**src/rtl/rf_xfer_seq_pkg.sv**
```systemverilog
// rtl/rf_xfer_seq_pkg.sv - shared cpu register ids, status bit positions and byte width
package rf_xfer_seq_pkg;
    localparam int BYTE     = 8;
    localparam int REG_ID_W = 3;

    typedef logic [REG_ID_W-1:0] reg_id_t;

    localparam reg_id_t REG_A  = 3'd0;
    localparam reg_id_t REG_X  = 3'd1;
    localparam reg_id_t REG_Y  = 3'd2;
    localparam reg_id_t REG_SP = 3'd3;
    localparam reg_id_t REG_P  = 3'd4;

    localparam int STATUS_N = 7;
    localparam int STATUS_Z = 1;
endpackage

```
**src/rtl/rf_xfer_seq_nz_flag_update.sv**
```systemverilog
// rtl/rf_xfer_seq_nz_flag_update.sv - merges N/Z of a result byte into a status byte
module nz_flag_update
    import rf_xfer_seq_pkg::*;
#(
    parameter int N_BIT = STATUS_N,
    parameter int Z_BIT = STATUS_Z
) (
    input  logic [BYTE-1:0] status_i,
    input  logic [BYTE-1:0] data_i,
    output logic [BYTE-1:0] status_o
);
    always_comb begin
        status_o        = status_i;
        status_o[N_BIT] = data_i[BYTE-1];
        status_o[Z_BIT] = (data_i == '0);
    end
endmodule

```
**src/rtl/rf_xfer_seq.sv**
```systemverilog
// rtl/rf_xfer_seq.sv - register-to-register transfer sequencer for the single-port register file
// Optional immediate-load path: RF_XFER_IMM_EN
module rf_xfer_seq
    import rf_xfer_seq_pkg::*;
#(
    parameter int NUM_REGS = 5,
    parameter int N_BIT    = STATUS_N,
    parameter int Z_BIT    = STATUS_Z
) (
    input  logic            clk_i,
    input  logic            rst_i,
    input  logic            req_valid_i,
    input  reg_id_t         req_src_i,
    input  reg_id_t         req_dst_i,
    input  logic            req_flags_i,
`ifdef RF_XFER_IMM_EN
    input  logic            req_imm_i,
    input  logic [BYTE-1:0] req_imm_data_i,
`endif
    output logic            ready_o,
    output logic            done_o,
    output logic            err_o,
    output reg_id_t         reg_addr_o,
    output logic            reg_we_o,
    output logic [BYTE-1:0] reg_data_o,
    input  logic [BYTE-1:0] reg_read_data_i,
    output logic            status_reg_we_o,
    output logic [BYTE-1:0] status_reg_o,
    input  logic [BYTE-1:0] status_reg_i
);
    typedef enum logic [1:0] {IDLE, READ, WRITE, ERR} state_t;

    state_t          r_state;
    state_t          w_next;
    reg_id_t         r_src;
    reg_id_t         r_dst;
    logic            r_flags;
    logic [BYTE-1:0] r_data;
    logic            w_accept;
    logic            w_src_bad;
    logic            w_dst_bad;
    logic            w_imm;
    logic [BYTE-1:0] w_status_new;

    assign w_accept  = req_valid_i && (r_state == IDLE);
    assign w_src_bad = int'(req_src_i) >= NUM_REGS;
    assign w_dst_bad = int'(req_dst_i) >= NUM_REGS;
`ifdef RF_XFER_IMM_EN
    assign w_imm = req_imm_i;
`else
    assign w_imm = 1'b0;
`endif

    nz_flag_update #(
        .N_BIT (N_BIT),
        .Z_BIT (Z_BIT)
    ) u_nz (
        .status_i (status_reg_i),
        .data_i   (r_data),
        .status_o (w_status_new)
    );

    always_ff @(posedge clk_i or posedge rst_i) begin
        if (rst_i) begin
            r_state <= IDLE;
            r_src   <= '0;
            r_dst   <= '0;
            r_flags <= 1'b0;
            r_data  <= '0;
        end else begin
            r_state <= w_next;
            if (w_accept) begin
                r_src   <= req_src_i;
                r_dst   <= req_dst_i;
                r_flags <= req_flags_i;
`ifdef RF_XFER_IMM_EN
                if (req_imm_i)
                    r_data <= req_imm_data_i;
`endif
            end
            if (r_state == READ)
                r_data <= reg_read_data_i;
        end
    end

    // All outputs decode from state so a reset drops the write strobes without waiting for a clock.
    always_comb begin
        w_next          = r_state;
        ready_o         = 1'b0;
        done_o          = 1'b0;
        err_o           = 1'b0;
        reg_addr_o      = '0;
        reg_we_o        = 1'b0;
        reg_data_o      = '0;
        status_reg_we_o = 1'b0;
        status_reg_o    = '0;
        case (r_state)
            IDLE: begin
                ready_o = 1'b1;
                if (req_valid_i) begin
                    if (w_imm)
                        w_next = w_dst_bad ? ERR : WRITE;
                    else
                        w_next = (w_src_bad || w_dst_bad) ? ERR : READ;
                end
            end
            READ: begin
                reg_addr_o = r_src;
                w_next     = WRITE;
            end
            WRITE: begin
                reg_addr_o = r_dst;
                reg_we_o   = 1'b1;
                reg_data_o = r_data;
                done_o     = 1'b1;
                if (r_flags) begin
                    status_reg_we_o = 1'b1;
                    status_reg_o    = w_status_new;
                end
                w_next = IDLE;
            end
            ERR: begin
                done_o = 1'b1;
                err_o  = 1'b1;
                w_next = IDLE;
            end
            default: w_next = IDLE;
        endcase
    end
endmodule

```
**config.mk**
```make
export PLATFORM = sky130hd
export DESIGN_NAME = rf_xfer_seq
export DESIGN_NICKNAME = d
export VERILOG_FILES = /design/src/rtl/rf_xfer_seq_pkg.sv /design/src/rtl/rf_xfer_seq_nz_flag_update.sv /design/src/rtl/rf_xfer_seq.sv
export SDC_FILE = /design/constraint.sdc
export NUM_CORES = 1
export LEC_CHECK = 0
export BUFFER_PORTS_ARGS = -buffer_cell sky130_fd_sc_hd__buf_4
export CELL_PAD_IN_SITES_DETAIL_PLACEMENT = 1
export CELL_PAD_IN_SITES_GLOBAL_PLACEMENT = 1
export CORE_UTILIZATION = 34
export DETAILED_ROUTE_END_ITERATION = 16
export GPL_TIMING_DRIVEN = 1
export PLACE_DENSITY_LB_ADDON = 0.1
export SLEW_MARGIN = 20
export SYNTH_ARGS = -nofsm -noshare
export SYNTH_HDL_FRONTEND = slang
export SYNTH_SLANG_ARGS = --single-unit
```
**constraint.sdc**
```tcl
create_clock -name clk_i -period 4 [get_ports clk_i]
set_clock_uncertainty 0.05 [all_clocks]
set_input_delay 0.8 -clock clk_i [delete_from_list [all_inputs] [get_ports clk_i]]
set_output_delay 0.8 -clock clk_i [all_outputs]
set_load 0.02 [all_outputs]
```
==> results of run 1 <==
sequential cells by signal, summed over array words and instances (netlist names):
name     count
r_data       8
r_dst        3
r_flags      1
r_src        3
r_state      2
power groups by stage:
| stage | sequential, mW | combinational, mW | clock [mW] |
|---|---|---|---|
| floorplan | 0.308 | 0.363 | 0 |
| global placement | 0.326 | 0.522 | 0 |
| detailed placement | 0.330 | 0.537 | 0 |
| CTS | 0.326 | 0.537 | 0.0994 |
| global route | 0.340 | 0.573 | 0.102 |
| finish | 0.324 | 0.527 | 0.0923 |
placed cells by master, fill, tap and decap left out, drive strengths merged:
master  count
a31oi       1
nor2        1
or2         1
and2        9
clkbuf      3
and3        8
mux2       16
nor2b       3
o21ai       2
o21a        1
clkinv      1
ha          4
nor4        2
nand2       1
buf        47
dfrtp      17
a22oi       3
inv         3
worst reg2reg max path, cell delays in order (launching register included):
cell and delay, ps:
dfrtp_1 430, inv_1 90, ha_1 480, mux2_2 400
per-stage QoR:
stage          cell area [um^2]  total power, mW  setup slack [ps]  utilization (%)  std cells
3_5_place_dp               1260            0.867              1580             51.2        149
2_1_floorplan               883            0.670              1640                -         75
6_report                   1280            0.944              1310             52.3        153
3_3_place_gp               1260            0.849              1650             51.2        149
5_1_grt                    1280             1.02              1130             52.3        153
4_1_cts                    1280            0.962              1240             52.3        153
final timing paths:
kind                                   end  slack [ps]
max                        status_reg_o[1]        1310
min                               r_dst[0]         470
max reg2reg                      r_data[3]        2440
min reg2reg                       r_dst[0]         470
max in group asynchronous        r_data[7]        2960
min in group asynchronous         r_dst[2]         530
cells by family after synthesis:
| kind of cell | after synthesis | share of synthesized area [%] |
|---|---|---|
| AO/OA/AOI/OAI | 7 | 5.24 |
| adder cells (fa/ha/maj) | 4 | 5.67 |
| buffers and inverters | 6 | 3.12 |
| flip-flops | 17 | 48.2 |
| multiplexers | 16 | 20.4 |
| AND/OR/NAND/NOR | 25 | 17.4 |
final cells by class:
class                      count  area [um^2]  area share (%)
clock buffer                   3         22.5            1.75
inverter                       3         11.3           0.876
tap                           30         37.5            2.92
clock inverter                 1         5.00           0.389
sequential                    17          425            33.1
multi-input combinational     52          430            33.5
timing repair buffer          47          353            27.5
routing by layer:
layer  global-route usage (%)  vias to the layer above  share of wire [%]
met5                        0                        -                  0
met4                     7.89                        0                1.1
met3                     2.59                        4                6.9
met2                     28.7                       31                 52
met1                     17.3                      358                 40
li1                         -                      359                  -
==> results.toml, run 1 <==
[clock_tree]
clkTransAtPathRegs_ps = 100
ctsResizeCount = 0
htree_levels = 1
cts_hold_buf = 0
cts_tree = "built"
postCtsSetupRepairBufs = 0
numCtsBuffers = 3
clock-sinks = 17
cts_root_buffer = "clkbuf_4"
insertion_delay_ps = 290
cts_buffer_depth = 2

[hold_path]
worst_hold_path_type = "register to register"
holdPathStages = 1
min-delay-start = "r_dst[0]"

[sta]
finalSetupViolCount = 0
fin_crit_sh_pct = 67.4
fmaxAchievable_mhz = 371
hold_slack_ps = 469
relSlewSlack_pct = 57.6
worstMarginPinSlew_ps = 636
hold_violations = 0
rsz0062_at_grt = "false"
slew_viol_final = 0
period_minus_slack_ps = 2690
fin_setup_tns_ps = 0

[setup_path]
path_buf_inv = 2
reg2regPathDepth = 3
crit_required_ps = 3150
timing.rr.start = "r_state[1]"
worst-path-stages = 5
crit_path_top_delay_cell = "ha_1"
cpPeakStageDelay_ps = 510
critical_path_arrival_ps = 1840
cp-startpoint = "r_state[0]"
critPathKind = "register to primary output"
crit_path_start_kind = "register"
cp_cell_sequence = "inv_1 -> ha_1 -> and2_1 -> and3_1 -> buf_4"
crit_family = "adder cells"
critPathMaxFanout = 21
endpoint_kind = "primary output"

[placement]
dp_hpwl_um = 1610
port_buffers = 47
gp_congestion = 0.683

[yosys]
synthArstFlopShare_pct = 100
yosysWarnings = 0
synth_top_area_share_pct = 48.2
synthesis.area_um2 = 883
synth_commonest_cells = "17 x dfrtp_1, 16 x mux2_2, 9 x and2_1"
ys_seq_area_share_pct = 48.2
synth_area_per_cell_um2 = 11.8
synth_edf_count = 0
synthTopCellsByArea = "dfrtp_1 48%, mux2_2 20%, and2_1 6.4%"
syn_inst = 75
ys_ff_latch = 17
synth_fp_nets = 105
synth.distinct_cells = 18
synth_top_area_cell = "dfrtp_1"
synth.most_common_cell = "dfrtp_1"
synth-main-ff-cell = "dfrtp_1"

[pwr]
p_clk_share_pct = 9.8
p_per_area_mw_per_mm2 = 735
p_switching_uw = 377
pwr-share-seq_pct = 34.4
ir_drop_mv = 0.382
swShare_pct = 39.9
p_int_uw = 567
p_leak_nw = 0.662
p_comb_share_pct = 55.8

[floorplan]
ios = 50
dieArea_mm2 = 0.00281
fp.dieH_um = 53.0
die_width_um = 53.0
core_mm2 = 0.00245
start_util_pct = 36.0
rows = 18

[finish]
final_nets = 154
syn2layout_area_growth_pct = 45.5
drive_gt1_share_pct = 56.1
antenna_cells = 0
nFillCells = 294

[detailed_routing]
firstDrtPassIters = 2
ant_nets = 0
drc = 0
drtIter0Drc = 3
viasPerCell = 4.92
vias = 752
routed_wl_um = 2050
wire_per_inst_um = 13.4

[grt]
track_usage_pct = 15.7
grt_overflow_total = 0
grt_pass1_vias = 737
antenna_found_initial = 0
grt_pass1_wl_um = 3140
grt_max_degree = 22

[flow_run]
cap_violations = 0

[status]
outcome = "complete, no violations"
Note: power is estimated with default switching activity, not from simulation.
==> inputs of run 2 (changes only) <==
--- a/config.mk
+++ b/config.mk
@@ -8,7 +8,7 @@
 export BUFFER_PORTS_ARGS = -buffer_cell sky130_fd_sc_hd__buf_4
 export CELL_PAD_IN_SITES_DETAIL_PLACEMENT = 1
 export CELL_PAD_IN_SITES_GLOBAL_PLACEMENT = 1
-export CORE_UTILIZATION = 34
+export CORE_UTILIZATION = 31
 export DETAILED_ROUTE_END_ITERATION = 16
 export GPL_TIMING_DRIVEN = 1
 export PLACE_DENSITY_LB_ADDON = 0.1
==> constraint.sdc (replaced) <==
create_clock -name clk_i -period 2.82 [get_ports clk_i]
set_clock_uncertainty 0.05 [all_clocks]
set_input_delay 0.564 -clock clk_i [delete_from_list [all_inputs] [get_ports clk_i]]
set_output_delay 0.564 -clock clk_i [all_outputs]
set_load 0.02 [all_outputs]
==> results.toml, run 2 (synthesis gave the netlist of run 1 again) <==
[clock_tree]
cts_buffer_depth = 2
postCtsSetupRepairBufs = 0
ctsResizeCount = 0
htree_levels = 1
cts_tree = "built"
clock-sinks = 17
numCtsBuffers = 3
cts_root_buffer = "clkbuf_4"
clkTransAtPathRegs_ps = 100
insertion_delay_ps = 280
cts_hold_buf = 0

[sta]
slew_viol_final = 0
finalSetupViolCount = 0
worstMarginPinSlew_ps = 640
hold_violations = 0
rsz0062_at_grt = "false"
fin_crit_sh_pct = 87.1
period_minus_slack_ps = 2460
fmaxAchievable_mhz = 407
fin_setup_tns_ps = 0
relSlewSlack_pct = 57.3

[pwr]
finalPower_mw = 1.34
p_per_area_mw_per_mm2 = 1040
p_clk_share_pct = 9.6
p_int_uw = 805
p_switching_uw = 534
p_leak_nw = 0.662
ir_drop_mv = 0.526
pwr-share-seq_pct = 34.5
p_comb_share_pct = 55.8
swShare_pct = 39.9

[status]
outcome = "complete, no violations"

[placement]
port_buffers = 47
gp_congestion = 0.688
dp_hpwl_um = 1580
dpl_cell_area_mm2 = 0.00126

[grt]
grt_overflow_total = 0
antenna_found_initial = 0
grt_pass1_vias = 775
grt_pass1_wl_um = 3570
grt_max_degree = 22
track_usage_pct = 14.6

[floorplan]
fp.dieH_um = 55.4
dieArea_mm2 = 0.00307
start_util_pct = 34.1
ios = 50
core_mm2 = 0.00259
die_width_um = 55.4
rows = 18

[detailed_routing]
ant_nets = 0
wire_per_inst_um = 13.4
drc = 0
routed_wl_um = 2050
vias = 748
drtIter0Drc = 10
firstDrtPassIters = 4
viasPerCell = 4.89

[finish]
final_nets = 154
antenna_cells = 0
final_common_cell = "buf_4"
seq_area_um2 = 425
largest_register = "r_data"
design_area_mm2 = 0.00128
final_core_util_pct = 49.6
reg_top3 = "r_data x8, r_dst x3, r_src x3"
nFillCells = 303
syn2layout_area_growth_pct = 45.5
largest_reg_flops = 8
mostFrequentLayoutCells = "47 x buf_4, 17 x dfrtp_1, 16 x mux2_2, 9 x and2_1, 8 x and3_1"
drive_gt1_share_pct = 56.1
multiInputGateArea_um2 = 430

[setup_path]
endpoint_kind = "primary output"
critPathKind = "register to primary output"
crit_required_ps = 2210
crit_path_start_kind = "register"
critPathMaxFanout = 21
critical_path_arrival_ps = 1840

[hold_path]
worst_hold_path_type = "input pin to async pin"

[flow_run]
cap_violations = 0
==> run 2: through the flow <==
step | hold slack (ps) | instances | worst slack [ps]
global route | 357 | 153 | 187
detailed placement | 447 | 149 | 632
global placement | 443 | 149 | 701
floorplan | 430 | 75 | 697
CTS | 331 | 153 | 314
finish | 305 | 153 | 363
==> run 2: final cells by class <==
| class | count | share of cell area (%) |
|---|---|---|
| clock buffers | 3 | 1.75 |
| clock inverters | 1 | 0.389 |
| inverters | 3 | 0.876 |
| multi-input cells | 52 | 33.5 |
| flip-flops and latches | 17 | 33.1 |
| well taps | 30 | 2.92 |
| repair buffers | 47 | 27.5 |
==> run 2: worst max-delay path, stage by stage (launching register included) <==
cell     delay, ps
dfrtp_1        430
inv_1          100
ha_1           520
and2_1         230
and3_1         150
buf_4          130
==> run 2: worst paths after layout <==
| path | from | endpoint | slack [ps] | cells past startpoint |
|---|---|---|---|---|
| min in group clk_i | reg_read_data_i[1] | r_data[1] | 450 | 2 |
| worst max register to register | r_state[1] | r_data[2] | 1250 | 3 |
| worst min-delay path | rst_i | r_data[5] | 300 | 2 |
| worst min register to register | r_dst[0] | r_dst[0] | 470 | 1 |
| max in group asynchronous | rst_i | r_flags | 2000 | 2 |
| worst max-delay path | r_state[0] | status_reg_o[1] | 360 | 5 |
==> run 2: layer usage <==
| metal | vias up | wire length [um] | track usage (%) |
|---|---|---|---|
| met5 | - | 0 | 0 |
| met4 | 0 | 20 | 6.43 |
| met3 | 2 | 139 | 2.34 |
| met2 | 33 | 1020 | 24.8 |
| met1 | 352 | 866 | 18.1 |
| li1 | 361 | - | - |
==> run 2: power groups by stage <==
stage	clock [mW]	sequential [mW]	combinational [mW]
after floorplan	0	0.436	0.515
after global placement	0	0.462	0.745
after detailed placement	0	0.468	0.760
after CTS	0.137	0.463	0.761
after global routing	0.151	0.485	0.806
final	0.129	0.462	0.747
==> inputs of run 3 (changes only) <==
--- a/config.mk
+++ b/config.mk
@@ -6,12 +6,10 @@
 export NUM_CORES = 1
 export LEC_CHECK = 0
 export BUFFER_PORTS_ARGS = -buffer_cell sky130_fd_sc_hd__buf_4
-export CELL_PAD_IN_SITES_DETAIL_PLACEMENT = 1
-export CELL_PAD_IN_SITES_GLOBAL_PLACEMENT = 1
-export CORE_UTILIZATION = 31
+export CORE_UTILIZATION = 43
 export DETAILED_ROUTE_END_ITERATION = 16
 export GPL_TIMING_DRIVEN = 1
-export PLACE_DENSITY_LB_ADDON = 0.1
+export PLACE_DENSITY = 0.89
 export SLEW_MARGIN = 20
 export SYNTH_ARGS = -nofsm -noshare
 export SYNTH_HDL_FRONTEND = slang
==> results.toml, run 3 (synthesis gave the netlist of run 1 again) <==
[status]
outcome = "complete, no violations"

[clock_tree]
postCtsSetupRepairBufs = 0
cts_hold_buf = 0
clock-sinks = 17
clkTransAtPathRegs_ps = 90
insertion_delay_ps = 290
cts_root_buffer = "clkbuf_4"
cts_tree = "built"
ctsResizeCount = 0
numCtsBuffers = 3
cts_buffer_depth = 2
htree_levels = 1

[pwr]
p_int_uw = 808
p_clk_share_pct = 9.7
p_leak_nw = 0.659
p_per_area_mw_per_mm2 = 1040
pwr-share-seq_pct = 34.7
swShare_pct = 39.2
p_comb_share_pct = 55.6
ir_drop_mv = 0.570
p_switching_uw = 520
finalPower_mw = 1.33

[sta]
hold_slack_ps = 284
fmaxAchievable_mhz = 414
rsz0062_at_grt = "false"
slew_viol_final = 0
period_minus_slack_ps = 2420
fin_crit_sh_pct = 85.7
worstMarginPinSlew_ps = 609
finalSetupViolCount = 0
fin_setup_tns_ps = 0
hold_violations = 0
fin_ws_ps = 404
relSlewSlack_pct = 59.4

[setup_path]
critPathMaxFanout = 21
crit_path_start_kind = "register"
critPathKind = "register to primary output"
timing.rr.start = "r_state[1]"
crit_required_ps = 2210
critical_path_arrival_ps = 1800
ff2ff_setup_slack_ps = 1300
cp-startpoint = "r_state[0]"
endpoint_kind = "primary output"

[flow_run]
cap_violations = 0

[floorplan]
fp.dieH_um = 47.3
dieArea_mm2 = 0.00224
start_util_pct = 45.5
ios = 50
rows = 16
core_mm2 = 0.00194
die_width_um = 47.3

[detailed_routing]
viasPerCell = 5.01
firstDrtPassIters = 4
wire_per_inst_um = 12.4
ant_nets = 0
drc = 0
drtIter0Drc = 3
routed_wl_um = 1850
vias = 751

[grt]
grt_pass1_vias = 682
grt_pass1_wl_um = 2770
grt_overflow_total = 0
antenna_found_initial = 0
grt_max_degree = 22
track_usage_pct = 18.7

[placement]
port_buffers = 47
dp_hpwl_um = 1460
gp_congestion = 0.759
place_ws_ps = 699

[finish]
final_common_cell = "buf_4"
antenna_cells = 0
reg_top3 = "r_data x8, r_dst x3, r_src x3"
syn2layout_area_growth_pct = 44.9
final_nets = 154
largest_reg_flops = 8
largest_register = "r_data"
drive_gt1_share_pct = 55.3
mostFrequentLayoutCells = "47 x buf_4, 17 x dfrtp_1, 16 x mux2_2, 9 x and2_1, 8 x and3_1"
nFillCells = 163

[hold_path]
worst_hold_path_type = "input pin to async pin"
-- run 3: cell types whose count changed in the layout (fill, tap and decap cells not counted) --
cell      before  now
clkinv_2       1    0
clkbuf_1       0    1
-- run 3: layout make-up --
type                            count  area (um^2)  area share (%)
Multi-Input combinational cell     52          430            33.6
Sequential cell                    17          425            33.2
Timing Repair Buffer               47          353            27.6
Tap cell                           27         33.8            2.64
Clock buffer                        4         26.3            2.05
Inverter                            3         11.3           0.880
-- run 3: path summary, 6_finish.rpt --
check	to	depth (start not counted)
min in group clk_i	r_data[4]	2
min reg2reg	r_src[2]	1
max reg2reg	r_data[2]	3
max	status_reg_o[1]	5
min	r_data[2]	2
max in group asynchronous	r_dst[0]	2
-- run 3: worst max-delay path, stage by stage, from the launching register on --
cell     delay, ps
dfrtp_1        420
inv_1          100
ha_1           500
and2_1         220
and3_1         140
buf_4          130
-- run 3: per-layer routing --
metal	wire length (um)	up-vias	track usage, %
met3	100	4	2.31
met4	45	0	12.0
li1	-	361	-
met5	0	-	0
met2	964	31	34.2
met1	744	355	20.1
-- run 3: through the flow --
stage | area, um^2 | instances | util, %
after global placement | 1250 | 146 | 64.6
after floorplan | 883 | 75 | -
final | 1280 | 150 | 65.9
after detailed placement | 1250 | 146 | 64.6
after global routing | 1280 | 150 | 65.9
after CTS | 1280 | 150 | 65.9
-- run 3: power by group through the flow --
stage	clock network (mW)	registers (mW)	logic (mW)
after floorplan	0	0.436	0.515
after global placement	0	0.457	0.736
after detailed placement	0	0.466	0.750
after CTS	0.136	0.460	0.751
after global routing	0.140	0.476	0.810
final	0.129	0.460	0.738
